`src/rtl/uart_pkg.sv`:
```
// Shared definitions for the UART transmitter: FSM state encoding, line
// levels of the framing bits, frame length and the parity helper.
// Build option: define UART_TX_PARITY_EN to add an even-parity bit between
// the last data bit and the stop bit (11-bit frames instead of 10).
package uart_pkg;

    typedef enum logic [2:0] {
        IDLE   = 3'd0,
        START  = 3'd1,
        DATA   = 3'd2,
        PARITY = 3'd3,
        STOP   = 3'd4
    } uart_state_t;

    localparam logic START_BIT = 1'b0;
    localparam logic STOP_BIT  = 1'b1;

`ifdef UART_TX_PARITY_EN
    localparam int FRAME_BITS = 11;
`else
    localparam int FRAME_BITS = 10;
`endif

    // Even parity: the parity bit makes the total count of ones even.
    function automatic logic even_parity(input logic [7:0] data);
        return ^data;
    endfunction

endpackage

```
`src/rtl/uart_baud_gen.sv`:
```
// Bit-period timer: tick is high on the last clk cycle of every
// CLKS_PER_BIT-cycle bit period. restart forces the next cycle to be the
// first cycle of a fresh bit period, aligning the timer to a new frame.
module uart_baud_gen #(
    parameter int CLKS_PER_BIT = 868
) (
    input  logic clk,
    input  logic rst,
    input  logic restart,
    output logic tick
);

    localparam int                CNT_W = $clog2(CLKS_PER_BIT);
    localparam logic [CNT_W-1:0]  LAST  = CNT_W'(CLKS_PER_BIT - 1);

    logic [CNT_W-1:0] cnt;

    // Count 0..CLKS_PER_BIT-1 and wrap; restart realigns to zero.
    // NOTE: state is updated with <= so every flop samples pre-edge values.
    always_ff @(posedge clk or negedge rst) begin
        if (!rst) begin
            cnt <= '0;
        end else if (restart || cnt == LAST) begin
            cnt <= '0;
        end else begin
            cnt <= cnt + CNT_W'(1);
        end
    end

    assign tick = (cnt == LAST);

endmodule

```
`src/rtl/uart_tx.sv`:
```
// UART transmitter: FIFO_DEPTH-byte input FIFO feeding a start/8N/stop
// serialiser with a registered, idle-high tx line.
// Build option: UART_TX_PARITY_EN (see uart_pkg) enables an even-parity
// bit through the PARITY state; without it PARITY is never entered.
module uart_tx
    import uart_pkg::*;
#(
    parameter int CLKS_PER_BIT = 868,
    parameter int FIFO_DEPTH   = 4
) (
    input  logic       clk,
    input  logic       rst,
    input  logic [7:0] tx_data,
    input  logic       tx_valid,
    output logic       tx_ready,
    output logic       tx,
    output logic       busy
);

    localparam int               PTR_W     = $clog2(FIFO_DEPTH);
    localparam int               CNT_W     = PTR_W + 1;
    localparam logic [CNT_W-1:0] FULL_CNT  = CNT_W'(FIFO_DEPTH);
    localparam bit               PARITY_EN = (FRAME_BITS == 11);

    // FIFO
    logic [7:0]       fifo_mem [FIFO_DEPTH];
    logic [PTR_W-1:0] wr_ptr;
    logic [PTR_W-1:0] rd_ptr;
    logic [CNT_W-1:0] fifo_cnt;
    logic [CNT_W-1:0] cnt_next;
    logic             fifo_empty;
    logic             push;
    logic             pop;

    // Serialiser
    uart_state_t      state;
    uart_state_t      state_next;
    logic [7:0]       data_q;
    logic [2:0]       bit_idx;
    logic             tick;
    logic             restart;
    logic             tx_next;

    assign push       = tx_valid && tx_ready;
    assign fifo_empty = (fifo_cnt == '0);

    uart_baud_gen #(
        .CLKS_PER_BIT(CLKS_PER_BIT)
    ) u_baud_gen (
        .clk    (clk),
        .rst    (rst),
        .restart(restart),
        .tick   (tick)
    );

    // Occupancy after this edge; push and pop together leave it unchanged.
    // NOTE: every path assigns a default first, so no latch is inferred.
    always_comb begin
        cnt_next = fifo_cnt;
        case ({push, pop})
            2'b10:   cnt_next = fifo_cnt + CNT_W'(1);
            2'b01:   cnt_next = fifo_cnt - CNT_W'(1);
            default: cnt_next = fifo_cnt;
        endcase
    end

    // Byte storage; only slots between rd_ptr and wr_ptr are ever read.
    // NOTE: the array is not reset -- fifo_cnt alone says what is valid.
    always_ff @(posedge clk) begin
        if (push) begin
            fifo_mem[wr_ptr] <= tx_data;
        end
    end

    // FIFO pointers and occupancy; pointers wrap naturally (power-of-two depth).
    always_ff @(posedge clk or negedge rst) begin
        if (!rst) begin
            wr_ptr   <= '0;
            rd_ptr   <= '0;
            fifo_cnt <= '0;
        end else begin
            if (push) wr_ptr <= wr_ptr + PTR_W'(1);
            if (pop)  rd_ptr <= rd_ptr + PTR_W'(1);
            fifo_cnt <= cnt_next;
        end
    end

    // FSM state register.
    always_ff @(posedge clk or negedge rst) begin
        if (!rst) begin
            state <= IDLE;
        end else begin
            state <= state_next;
        end
    end

    // Next state; a pop loads the shifter and restarts the bit timer.
    always_comb begin
        state_next = state;
        pop        = 1'b0;
        restart    = 1'b0;
        case (state)
            IDLE: begin
                if (!fifo_empty) begin
                    pop        = 1'b1;
                    restart    = 1'b1;
                    state_next = START;
                end
            end
            START: begin
                if (tick) state_next = DATA;
            end
            DATA: begin
                if (tick && bit_idx == 3'd7) begin
                    state_next = PARITY_EN ? PARITY : STOP;
                end
            end
            PARITY: begin
                if (tick) state_next = STOP;
            end
            STOP: begin
                if (tick) begin
                    if (!fifo_empty) begin
                        pop        = 1'b1;
                        restart    = 1'b1;
                        state_next = START;
                    end else begin
                        state_next = IDLE;
                    end
                end
            end
            default: state_next = IDLE;
        endcase
    end

    // Shifter: capture the head byte on pop, step the bit index per data bit.
    always_ff @(posedge clk or negedge rst) begin
        if (!rst) begin
            data_q  <= '0;
            bit_idx <= '0;
        end else if (pop) begin
            data_q  <= fifo_mem[rd_ptr];
            bit_idx <= '0;
        end else if (state == DATA && tick) begin
            bit_idx <= bit_idx + 3'd1;
        end
    end

    // Line level implied by the current state.
    always_comb begin
        tx_next = STOP_BIT;
        case (state)
            START:   tx_next = START_BIT;
            DATA:    tx_next = data_q[bit_idx];
            PARITY:  tx_next = even_parity(data_q);
            default: tx_next = STOP_BIT;
        endcase
    end

    // Registered outputs; tx trails the FSM by one cycle, and busy is timed
    // so it drops together with the end of the last stop bit on tx.
    always_ff @(posedge clk or negedge rst) begin
        if (!rst) begin
            tx       <= 1'b1;
            busy     <= 1'b0;
            tx_ready <= 1'b0;
        end else begin
            tx       <= tx_next;
            busy     <= (state != IDLE) || !fifo_empty || push;
            tx_ready <= (cnt_next != FULL_CNT);
        end
    end

endmodule
```
`config.mk`:
```
export PLATFORM = sky130hd
export DESIGN_NAME = uart_tx
export DESIGN_NICKNAME = d
export VERILOG_FILES = /design/src/rtl/uart_pkg.sv /design/src/rtl/uart_baud_gen.sv /design/src/rtl/uart_tx.sv
export SDC_FILE = /design/constraint.sdc
export NUM_CORES = 1
export LEC_CHECK = 0
export ABC_AREA = 1
export ABC_CLOCK_PERIOD_IN_PS = 6500
export BUFFER_PORTS_ARGS = -buffer_cell sky130_fd_sc_hd__buf_4
export CORE_MARGIN = 2
export CORE_UTILIZATION = 39
export CTS_BUF_LIST = sky130_fd_sc_hd__clkbuf_16
export DETAILED_ROUTE_END_ITERATION = 12
export PLACE_DENSITY = 0.62
export SYNTH_ARGS = -nofsm -noshare
export SYNTH_HDL_FRONTEND = slang
export SYNTH_HIERARCHICAL = 1
export SYNTH_SLANG_ARGS = --single-unit
```
`constraint.sdc`:
```
create_clock -name clk -period 6.5 [get_ports clk]
set_input_delay 1.3 -clock clk [delete_from_list [all_inputs] [get_ports clk]]
set_output_delay 1.3 -clock clk [all_outputs]
set_load 0.02 [all_outputs]
```
# After elaboration in Yosys (flattened, before gate mapping)
# Memories as Yosys holds them, arrays and structs flattened. A register that Yosys moved wholly into a read port is not among the register bits.
# Index checks and enable logic that the tools add are counted.
[totals]
regBits = 26
mem_count = 1
ramBits = 32
input_bits = 11
latch_bits = 0
out_inout_bits = 3
mem_bits_ro = 0
wordCells = 64
[op_classes]
order_cmp = 1
div = 0
eq_ne = 14
addsub = 6
reduce_logical = 14
muxes = 19
n_bitwise = 0
mul = 0
n_shift = 0
[mem_list]
columns = ["name", "depth", "word_bits", "rd", "rd_clocked_by_memory_dff", "wr", "line", "text"]
rows = [
  ["fifo_mem", 4, 8, 1, 1, 1, "uart_tx.sv:26", "logic [7:0] fifo_mem [FIFO_DEPTH];"],
]
[op_table]
columns = ["cell", "n"]
rows = [
  ["$mux 3", 7],
  ["$pmux 3 s5", 1],
  ["$add 10x1->10 const B", 1],
  ["$eq 10x10->1 const B", 1],
  ["$mux 10", 1],
  ["$ne 2x2->1 const B", 5],
  ["$reduce_xor 8->1", 1],
  ["$add 3x1->3 const B", 2],
  ["$eq 3x2->1 const B", 2],
  ["$eq 3x3->1 const B", 2],
  ["$logic_not 3->1", 2],
  ["$mux 1", 6],
  ["$pmux 3 s2", 1],
  ["$reduce_and 5->1", 1],
  ["$add 2x1->2 const B", 2],
  ["$lt 3x4->1 const B", 1],
  ["$bmux 1 s3", 1],
  ["$eq 3x1->1 const B", 1],
  ["$logic_and 1x1->1", 3],
  ["$logic_or 1x1->1", 3],
  ["$ne 3x3->1 const B", 1],
  ["$pmux 1 s3", 1],
  ["$reduce_bool 3->1", 1],
  ["$sub 3x1->3 const B", 1],
  ["other kinds (5)", 6],
]

# Longest topological paths before layout
# Gate-level depths: netlist of run 1.
[logic_depth]
depth_word = 7
depth_mapped = 15
ltp_nobuf = 14

# Cells and area by module
# The synthesis of run 1 kept the hierarchy.
[by_module_without_submodules]
columns = ["mod", "area_each_um2", "cells_per_inst", "n_inst", "seq_area_each_um2"]
rows = [
  ["uart_tx", 2613.8, 257, 1, 1562.7],
  ["uart_baud_gen", 565.5, 73, 1, 250.2],
]

# Worst setup path after synthesis of run 1
# No wires, ideal clock.
[synth_timing]
path_kind = "input to register"
start = "input tx_valid"
end = "register tx_ready"
n_path_buf = 0
slack_ns = 3.854
setup_time_ns = 0.125
stages = 8
t_arrival_ns = 2.522
required_ns = 6.375
path_cell_list = "nand2_1 ha_1 inv_2 fa_1 a21oi_1 o21ai_1 xnor2_1 nand2_1"
[synth_via]
elab_chain_len = 4
elab_cells_between_ends = 5
classes_between = "3 x eq/ne; 1 x mux; 1 x reduce/logical"
[synth_rtl]
columns = ["element", "line", "text"]
rows = [
  ["start: declaration", "uart_tx.sv:14", "input logic tx_valid,"],
  ["$logic_and 1x1->1 (*)", "uart_tx.sv:44", "assign push = tx_valid && tx_ready;"],
  ["$eq 2x1->1 / $eq 2x2->1 (equally long branches)", "uart_tx.sv:60", "case ({push, pop})"],
  ["$pmux 3 s2 (*)", "uart_tx.sv:60", ""],
  ["net cnt_next[2]", "uart_tx.sv:30", "logic [CNT_W-1:0] cnt_next;"],
  ["$ne 3x3->1 (*)", "uart_tx.sv:170", "tx_ready <= (cnt_next != FULL_CNT);"],
  ["end signal: assignment", "uart_tx.sv:170", ""],
  ["end: declaration", "uart_tx.sv:15", "output logic tx_ready,"],
]
# The timed path passes the listed nets; every way through them passes the cells marked *.
# A chain may end at the register's enable or synchronous reset.

# Final worst setup path of run 1
[layout_timing]
start = "register u_baud_gen.cnt[0]"
end = "register tx_ready"
[layout_via]
elab_chain_len = 6
elab_cells_between_ends = 7
classes_between = "4 x eq/ne; 3 x mux"
[layout_rtl]
columns = ["element", "line", "text"]
rows = [
  ["start: declaration", "uart_baud_gen.sv:16", "logic [CNT_W-1:0] cnt;"],
  ["start signal: assignment", "uart_baud_gen.sv:26", "cnt <= cnt + CNT_W'(1);"],
  ["$eq 10x10->1 (*)", "uart_baud_gen.sv:30", "assign tick = (cnt == LAST);"],
  ["net tick", "uart_tx.sv:40", "logic tick;"],
  ["$mux 1 (*)", "uart_tx.sv:122", "if (tick) begin"],
  ["$pmux 1 s2 (*)", "uart_tx.sv:102", "case (state)"],
  ["$eq 2x1->1 / $eq 2x2->1 (equally long branches)", "uart_tx.sv:60", ""],
  ["$pmux 3 s2 (*)", "uart_tx.sv:60", ""],
  ["net cnt_next[2]", "uart_tx.sv:30", ""],
  ["$ne 3x3->1 (*)", "uart_tx.sv:170", ""],
]
# Marked as above.

==> results of run 1 <==
==> report_power, final <==
group	switching (mW)	internal, mW
sequential	0.0971	0.559
clock	0.191	0.264
combinational	0.371	0.218
==> how the worst max path moves through the flow <==
stage	startpoint	end	slack (ns)
after floorplan	tx_valid	tx_ready	3.85
after global placement	tx_valid	tx_ready	3.64
after detailed placement	tx_valid	tx_ready	3.56
after CTS	u_baud_gen/cnt[0]	tx_ready	3.76
after global routing	u_baud_gen/cnt[0]	tx_ready	3.59
final	u_baud_gen/cnt[0]	tx_ready	3.80
==> metal layers <==
layer | part of all wire | track usage | wire (µm)
met1 | 0.47 | 0.1736 | 2540
met5 | 0 | 0 | 0
met2 | 0.47 | 0.2244 | 2559
met4 | 0.029 | 0.08696 | 157
met3 | 0.028 | 0.02729 | 153
==> cell usage in the layout, fill, tap and decap left out, drive strengths merged <==
| master | instances |
|---|---|
| o21ai | 34 |
| or2 | 1 |
| nand3 | 15 |
| nand2 | 77 |
| dfrtp | 33 |
| buf | 13 |
| nand4 | 3 |
| xnor2 | 3 |
| dfstp | 1 |
| edfxtp | 32 |
| ha | 8 |
| a21oi | 3 |
| a21o | 1 |
| nor3 | 3 |
| clkinv | 1 |
| clkinvlp | 2 |
| inv | 50 |
| nor2 | 46 |
| clkbuf | 9 |
| o22ai | 9 |
| o211ai | 3 |
| fa | 1 |
| xor2 | 6 |
==> cell type report <==
cell class,instances,share of cell area
flip-flops and latches,66,0.4956
multi-input cells,213,0.3181
well taps,102,0.03488
inverters,46,0.04720
clock inverters,7,0.01607
repair buffers,13,0.02668
clock buffers,9,0.06156
==> sequential cells by signal, indices dropped and copies added (netlist names) <==
| name | cells |
|---|---|
| tx_ready | 1 |
| rd_ptr | 2 |
| wr_ptr | 2 |
| busy | 1 |
| fifo_cnt | 3 |
| tx | 1 |
| data_q | 8 |
| state | 3 |
| u_baud_gen/cnt | 10 |
| bit_idx | 3 |
| fifo_mem | 32 |
==> kinds of logic (layout without fill, tap and decap cells) <==
family / count (synthesis) / in the layout / share of synthesized area
compound gates: 50 / 50 / 0.09839
xor+xnor: 9 / 9 / 0.02479
fa+ha+maj: 9 / 9 / 0.03778
buf+inv: 51 / 75 / 0.06375
flops: 66 / 66 / 0.5702
simple gates: 145 / 145 / 0.2050
==> cell usage after synthesis (6+ instances only) <==
cell | instances | area, µm²
sky130_fd_sc_hd__ha_1 | 8 | 100.1
sky130_fd_sc_hd__dfrtp_1 | 33 | 825.8
sky130_fd_sc_hd__nand2_1 | 73 | 274.0
sky130_fd_sc_hd__inv_2 | 12 | 45.04
sky130_fd_sc_hd__o21ai_0 | 18 | 90.09
sky130_fd_sc_hd__o22ai_1 | 9 | 56.30
sky130_fd_sc_hd__o21ai_1 | 7 | 35.03
sky130_fd_sc_hd__edfxtp_1 | 32 | 960.9
sky130_fd_sc_hd__xor2_1 | 6 | 52.55
sky130_fd_sc_hd__inv_1 | 34 | 127.6
sky130_fd_sc_hd__nor2_2 | 6 | 37.54
sky130_fd_sc_hd__nand3_1 | 13 | 65.06
sky130_fd_sc_hd__o21ai_2 | 8 | 70.07
sky130_fd_sc_hd__nor2_1 | 38 | 142.6
==> worst max-delay path: cells and delay by family (launching register included) <==
family | cells | cell delay (ns)
compound gates | 3 | 0.34
xor+xnor | 1 | 0.18
fa+ha+maj | 3 | 0.83
buf+inv | 2 | 0.18
flops | 1 | 0.40
simple gates | 5 | 0.65
==> metrics by stage <==
| stage | utilization | area, µm² | hold slack, ns | worst slack [ns] |
|---|---|---|---|---|
| detailed placement | 0.4322 | 3374 | 0.4999 | 3.562 |
| floorplan | - | 3179 | 0.4702 | 3.854 |
| finish | 0.4686 | 3659 | 0.5008 | 3.804 |
| global placement | 0.4322 | 3374 | 0.4948 | 3.637 |
| global route | 0.4686 | 3659 | 0.5327 | 3.594 |
| CTS | 0.4686 | 3659 | 0.5068 | 3.763 |
==> flow_results.xml, run 1 <==
<?xml version="1.0" encoding="UTF-8"?>
<metrics>
  <group name="synth">
    <metric name="count_of_flip_flops_with_a_built_in_enable_after_synthesis" unit="">32</metric>
    <metric name="syn-cell-area" unit="mm²">0.003179</metric>
    <metric name="synth.avg_cell_area" unit="µm²">9.634</metric>
    <metric name="cell_variety_after_synth" unit="">33</metric>
    <metric name="synth_seq_cells" unit="">66</metric>
    <metric name="async_flop_share" unit="">0.5152</metric>
    <metric name="postSynthCellCount" unit="">330</metric>
    <metric name="yosys_warnings" unit="">6</metric>
    <metric name="synth.net_count" unit="">350</metric>
    <metric name="seq_area_frac_synth" unit="">0.5702</metric>
    <metric name="synth-main-ff-cell" unit="">sky130_fd_sc_hd__dfrtp_1</metric>
  </group>
  <group name="pwr">
    <metric name="p_total" unit="mW">1.700</metric>
    <metric name="power_per_cell_area" unit="mW/mm²">464.6</metric>
    <metric name="leakagePower" unit="nW">1.586</metric>
    <metric name="peakVddDrop" unit="V">0.0002568</metric>
  </group>
  <group name="timing">
    <metric name="clock_skew" unit="ns">0.004726</metric>
    <metric name="achievable-frequency" unit="MHz">370.9</metric>
    <metric name="slew_violations" unit="">0</metric>
    <metric name="period_needed" unit="ns">2.696</metric>
    <metric name="grt_setup_unrepaired" unit="">no</metric>
    <metric name="final.period_utilization" unit="">0.4148</metric>
    <metric name="final_hold_viol_count" unit="">0</metric>
    <metric name="worst-slew-pin-transition" unit="ns">0.7739</metric>
    <metric name="worst_slew_margin_rel" unit="">0.4821</metric>
    <metric name="fin_tns_setup" unit="ns">0</metric>
    <metric name="final-setup-viol-count" unit="">0</metric>
  </group>
  <group name="floorplan">
    <metric name="floorplan.core_area" unit="mm²">0.007807</metric>
    <metric name="placement_rows" unit="">32</metric>
    <metric name="chipWidth" unit="µm">94.29</metric>
    <metric name="design.die.area" unit="mm²">0.008891</metric>
    <metric name="die_h" unit="µm">94.29</metric>
    <metric name="design.portCount" unit="">14</metric>
    <metric name="initial_core_util" unit="">0.4072</metric>
  </group>
  <group name="worst_setup_path">
    <metric name="r2r_end" unit="">tx_ready</metric>
    <metric name="cp_slowest_cell" unit="">sky130_fd_sc_hd__dfrtp_1</metric>
    <metric name="start_kind" unit="">flip-flop</metric>
    <metric name="crit_path_max_fanout" unit="">19</metric>
    <metric name="r2r_path_start" unit="">u_baud_gen/cnt[0]</metric>
    <metric name="critical-path-max-stage-delay" unit="ns">0.40</metric>
    <metric name="critical_path_class" unit="">flip-flop to flip-flop</metric>
    <metric name="regToRegSetupSlack" unit="ns">3.80</metric>
    <metric name="ff2ff_path_depth" unit="">14</metric>
    <metric name="cp_cell_sequence" unit="">ha_1, nand2_1, nor2_2, nand3_2, inv_1, o21ai_4, nor2_8, ha_1, inv_2, fa_1, a21oi_1, o21ai_1, xnor2_1, nand2_1</metric>
    <metric name="end_kind" unit="">flip-flop</metric>
    <metric name="worst_ep_required_time" unit="ns">6.71</metric>
    <metric name="worst-endpoint-arrival" unit="ns">2.91</metric>
  </group>
  <group name="finish">
    <metric name="seqCellArea" unit="mm²">0.001813</metric>
    <metric name="layout-drive-gt1-share" unit="">0.1864</metric>
    <metric name="area_of_the_multi_input_gates" unit="mm²">0.001164</metric>
    <metric name="layout-area-overhead-vs-synth" unit="%">15.07</metric>
    <metric name="num_antenna_cells" unit="">0</metric>
    <metric name="nets" unit="">369</metric>
    <metric name="finalNonFillerCells" unit="">456</metric>
    <metric name="fillCellCount" unit="">723</metric>
  </group>
  <group name="routing">
    <metric name="detailroute.via_count" unit="">2138</metric>
    <metric name="drt-total-wl" unit="µm">5410</metric>
    <metric name="drtIter0Drc" unit="">123</metric>
    <metric name="post_drt_wl_per_cell" unit="µm">11.86</metric>
    <metric name="drt_pass1_iterations" unit="">4</metric>
    <metric name="vias_per_cell" unit="">4.689</metric>
    <metric name="detail-route-antenna-nets" unit="">0</metric>
    <metric name="drc" unit="">0</metric>
  </group>
  <group name="clock_tree">
    <metric name="holdBufCountCts" unit="">0</metric>
    <metric name="cts_post_setup_buffers_inserted" unit="">0</metric>
    <metric name="cts_tree" unit="">done</metric>
    <metric name="ctsHtreeMaxLevel" unit="">3</metric>
    <metric name="cts_resized" unit="">0</metric>
    <metric name="clock_tree.root_cell" unit="">sky130_fd_sc_hd__clkbuf_16</metric>
    <metric name="clock_transition_at_the_register_clock_pins_on_the_worst_setup_and_hold_paths_after_cts" unit="ns">0.06</metric>
    <metric name="cts_max_path_buffers" unit="">2</metric>
    <metric name="clock_latency_of_the_later_clocked_register_in_the_worst_skew_pair" unit="ns">0.33</metric>
    <metric name="cts_made_buffers" unit="">9</metric>
    <metric name="cts_num_sinks" unit="">66</metric>
  </group>
  <group name="global_routing">
    <metric name="grt_max_degree" unit="">35</metric>
    <metric name="antenna_found_initial" unit="">0</metric>
    <metric name="grt-ovfl-total" unit="">0</metric>
    <metric name="first_global_vias" unit="">2054</metric>
    <metric name="first_pass_grt_wire_length" unit="µm">9190</metric>
    <metric name="track_usage" unit="">0.1400</metric>
  </group>
  <group name="place">
    <metric name="gpl_congestion" unit="">0.7581</metric>
    <metric name="io_buffers" unit="">13</metric>
    <metric name="dp.final_hpwl" unit="µm">3774</metric>
    <metric name="placed_cells_incl_taps" unit="">440</metric>
  </group>
  <group name="run">
    <metric name="timing.max_cap.violations" unit="">0</metric>
  </group>
  <group name="min_path">
    <metric name="holdPathStages" unit="">1</metric>
    <metric name="hold-path-endpoint" unit="">u_baud_gen/cnt[0]</metric>
    <metric name="worstHoldStart" unit="">u_baud_gen/cnt[0]</metric>
    <metric name="hold_path_class" unit="">flip-flop to flip-flop</metric>
  </group>
  <group name="outcome">
    <metric name="outcome" unit="">finished clean</metric>
  </group>
</metrics>
No activity file was read; power rests on OpenSTA's default activity.
==> run 2, diff against run 1 <==
--- a/config.mk
+++ b/config.mk
@@ -6,13 +6,13 @@
 export NUM_CORES = 1
 export LEC_CHECK = 0
 export ABC_AREA = 1
-export ABC_CLOCK_PERIOD_IN_PS = 6500
+export ABC_CLOCK_PERIOD_IN_PS = 2200
 export BUFFER_PORTS_ARGS = -buffer_cell sky130_fd_sc_hd__buf_4
 export CORE_MARGIN = 2
 export CORE_UTILIZATION = 39
 export CTS_BUF_LIST = sky130_fd_sc_hd__clkbuf_16
 export DETAILED_ROUTE_END_ITERATION = 12
-export PLACE_DENSITY = 0.62
+export PLACE_DENSITY = 0.64
 export SYNTH_ARGS = -nofsm -noshare
 export SYNTH_HDL_FRONTEND = slang
 export SYNTH_HIERARCHICAL = 1
==> constraint.sdc (replaced) <==
create_clock -name clk -period 2.2 [get_ports clk]
set_input_delay 0.44 -clock clk [delete_from_list [all_inputs] [get_ports clk]]
set_output_delay 0.44 -clock clk [all_outputs]
set_load 0.02 [all_outputs]
==> run 2 against run 1 <==
  * Power increased to 3.0 times the previous value
  * Sequential power rose to 2.9 times the previous value
  * Setup slack worse by 3.8 ns
  * Global-route usage rose by 1.3 points
  * Die area stayed put
  * Cell area is 2.8% higher
  * Register-to-register slack worse by 3.8 ns
  * Largest power group is now combinational logic
==> flow_results.xml, run 2 (same netlist as run 1, synthesis figures left out) <==
<?xml version="1.0" encoding="UTF-8"?>
<metrics>
  <group name="clock_tree">
    <metric name="cts_num_sinks" unit="">66</metric>
    <metric name="clock_tree.root_cell" unit="">sky130_fd_sc_hd__clkbuf_16</metric>
    <metric name="cts_tree" unit="">done</metric>
    <metric name="clock_transition_at_the_register_clock_pins_on_the_worst_setup_and_hold_paths_after_cts" unit="ns">0.06</metric>
    <metric name="holdBufCountCts" unit="">0</metric>
    <metric name="cts_made_buffers" unit="">9</metric>
    <metric name="ctsHtreeMaxLevel" unit="">3</metric>
    <metric name="cts_max_path_buffers" unit="">2</metric>
    <metric name="clock_latency_of_the_later_clocked_register_in_the_worst_skew_pair" unit="ns">0.33</metric>
  </group>
  <group name="routing">
    <metric name="drt_pass1_iterations" unit="">6</metric>
    <metric name="post_drt_wl_per_cell" unit="µm">12.52</metric>
    <metric name="detailroute.via_count" unit="">2229</metric>
    <metric name="detail-route-antenna-nets" unit="">0</metric>
    <metric name="drc" unit="">0</metric>
    <metric name="drt-total-wl" unit="µm">5874</metric>
    <metric name="vias_per_cell" unit="">4.753</metric>
    <metric name="drtIter0Drc" unit="">94</metric>
  </group>
  <group name="timing">
    <metric name="setup_ws" unit="ns">0.04521</metric>
    <metric name="achievable-frequency" unit="MHz">464.1</metric>
    <metric name="worst-slew-pin-transition" unit="ns">0.4608</metric>
    <metric name="worst_slew_margin_rel" unit="">0.6928</metric>
    <metric name="slew_violations" unit="">0</metric>
    <metric name="final.period_utilization" unit="">0.9794</metric>
    <metric name="period_needed" unit="ns">2.155</metric>
    <metric name="grt_setup_unrepaired" unit="">yes</metric>
    <metric name="final_hold_viol_count" unit="">0</metric>
    <metric name="clock_skew" unit="ns">0.01019</metric>
    <metric name="final-setup-viol-count" unit="">0</metric>
  </group>
  <group name="worst_setup_path">
    <metric name="start_kind" unit="">flip-flop</metric>
    <metric name="crit_path_max_fanout" unit="">3</metric>
    <metric name="worst-endpoint-arrival" unit="ns">2.37</metric>
    <metric name="worst_ep_required_time" unit="ns">2.41</metric>
    <metric name="end_kind" unit="">flip-flop</metric>
    <metric name="critical_path_class" unit="">flip-flop to flip-flop</metric>
  </group>
  <group name="global_routing">
    <metric name="antenna_found_initial" unit="">0</metric>
    <metric name="first_pass_grt_wire_length" unit="µm">10380</metric>
    <metric name="track_usage" unit="">0.1532</metric>
    <metric name="first_global_vias" unit="">2184</metric>
    <metric name="grt_max_degree" unit="">35</metric>
    <metric name="grt-ovfl-total" unit="">0</metric>
  </group>
  <group name="finish">
    <metric name="largest_reg_flops" unit="">32</metric>
    <metric name="registers.top_by_ff_count" unit="">fifo_mem</metric>
    <metric name="mostFrequentLayoutCells" unit="">73 x sky130_fd_sc_hd__nand2_1, 38 x sky130_fd_sc_hd__nor2_1, 33 x sky130_fd_sc_hd__inv_1, 33 x sky130_fd_sc_hd__dfrtp_1, 32 x sky130_fd_sc_hd__edfxtp_1</metric>
    <metric name="fin_util" unit="">0.4819</metric>
    <metric name="top_regs" unit="">fifo_mem: 32 flops, u_baud_gen/cnt: 10 flops, data_q: 8 flops</metric>
    <metric name="layout-drive-gt1-share" unit="">0.2207</metric>
    <metric name="fillCellCount" unit="">707</metric>
    <metric name="num_antenna_cells" unit="">0</metric>
    <metric name="layout_commonest_cell" unit="">sky130_fd_sc_hd__nand2_1</metric>
    <metric name="area_of_the_multi_input_gates" unit="mm²">0.001185</metric>
    <metric name="nets" unit="">382</metric>
    <metric name="layout-area-overhead-vs-synth" unit="%">18.34</metric>
    <metric name="seqCellArea" unit="mm²">0.001813</metric>
  </group>
  <group name="floorplan">
    <metric name="chipWidth" unit="µm">94.29</metric>
    <metric name="initial_core_util" unit="">0.4072</metric>
    <metric name="placement_rows" unit="">32</metric>
    <metric name="die_h" unit="µm">94.29</metric>
    <metric name="floorplan.core_area" unit="mm²">0.007807</metric>
    <metric name="design.die.area" unit="mm²">0.008891</metric>
    <metric name="design.portCount" unit="">14</metric>
  </group>
  <group name="outcome">
    <metric name="outcome" unit="">finished clean</metric>
  </group>
  <group name="min_path">
    <metric name="hold_path_class" unit="">primary input to async pin</metric>
  </group>
  <group name="pwr">
    <metric name="p_total" unit="mW">5.173</metric>
    <metric name="leakagePower" unit="nW">1.640</metric>
    <metric name="power_per_cell_area" unit="mW/mm²">1375</metric>
    <metric name="peakVddDrop" unit="V">0.0007052</metric>
  </group>
  <group name="run">
    <metric name="timing.max_cap.violations" unit="">0</metric>
  </group>
  <group name="place">
    <metric name="gpl_congestion" unit="">0.7873</metric>
    <metric name="place_ws" unit="ns">-0.01075</metric>
    <metric name="io_buffers" unit="">13</metric>
    <metric name="dp.final_hpwl" unit="µm">4076</metric>
  </group>
</metrics>
-- run 2: per-stage QoR --
stage / std cells / cell area (µm²) / hold slack (ns) / setup TNS, ns
final: 469 / 3762 / 0.06581 / 0
after global routing: 469 / 3762 / 0.1058 / -0.1803
after CTS: 468 / 3751 / 0.08350 / 0
after detailed placement: 452 / 3482 / 0.4315 / -0.01075
after global placement: 452 / 3482 / 0.4258 / 0
after floorplan: 330 / 3201 / 0.1444 / -0.1980
-- run 2: final cells by class --
type | instances | share of cell area
inverters | 46 | 0.04589
clock inverters | 7 | 0.01164
clock buffers | 9 | 0.05986
flip-flops and latches | 66 | 0.4819
repair buffers | 26 | 0.05188
multi-input cells | 213 | 0.3149
well taps | 102 | 0.03392
-- run 2: repair_timing --
item                                    in CTS  in global routing
buffers inserted                             0                  1
endpoints found under the setup margin       1                  2
gates resized for setup                      1                  1
pin swaps                                    1                  0
hold endpoints to repair                     0                  0
-- run 2: worst paths after layout --
| kind | from | end | slack, ns | cells after the start |
|---|---|---|---|---|
| hold reg to reg | fifo_cnt[2] | fifo_cnt[2] | 0.55 | 1 |
| setup / recovery | u_baud_gen/cnt[3] | tx_ready | 0.05 | 13 |
| max in group asynchronous | rst | tx | 1.80 | 1 |
| hold / removal | rst | u_baud_gen/cnt[5] | 0.07 | 1 |
| min in group clk | tx_data[3] | fifo_mem[0][3] | 0.31 | 1 |
| setup reg to reg | u_baud_gen/cnt[3] | tx_ready | 0.05 | 13 |
-- run 2: worst max-delay path, cell delays in order (launching register included) --
cell,delay (ns)
sky130_fd_sc_hd__dfrtp_1,0.37
sky130_fd_sc_hd__or2_1,0.23
sky130_fd_sc_hd__nor2_2,0.11
sky130_fd_sc_hd__nand3_2,0.10
sky130_fd_sc_hd__inv_2,0.10
sky130_fd_sc_hd__o21ai_4,0.08
sky130_fd_sc_hd__nor2_8,0.10
sky130_fd_sc_hd__ha_4,0.13
sky130_fd_sc_hd__inv_2,0.04
sky130_fd_sc_hd__fa_2,0.34
sky130_fd_sc_hd__a21oi_2,0.12
sky130_fd_sc_hd__o21ai_1,0.08
sky130_fd_sc_hd__xnor2_1,0.17
sky130_fd_sc_hd__nand2_1,0.06
-- run 2: power breakdown --
group | total [mW] | switching [mW] | internal, mW
Sequential | 1.91 | 0.257 | 1.65
Clock | 1.27 | 0.512 | 0.755
Combinational | 1.99 | 1.20 | 0.793
Total | 5.17 | 1.97 | 3.20
-- run 2: routing by layer --
| metal | global-route usage | vias to the layer above | share of wire |
|---|---|---|---|
| met5 | 0 | - | 0 |
| met4 | 0.06159 | 0 | 0.017 |
| met3 | 0.03933 | 9 | 0.027 |
| met2 | 0.2357 | 27 | 0.48 |
| met1 | 0.2066 | 1053 | 0.48 |
| li1 | - | 1140 | - |
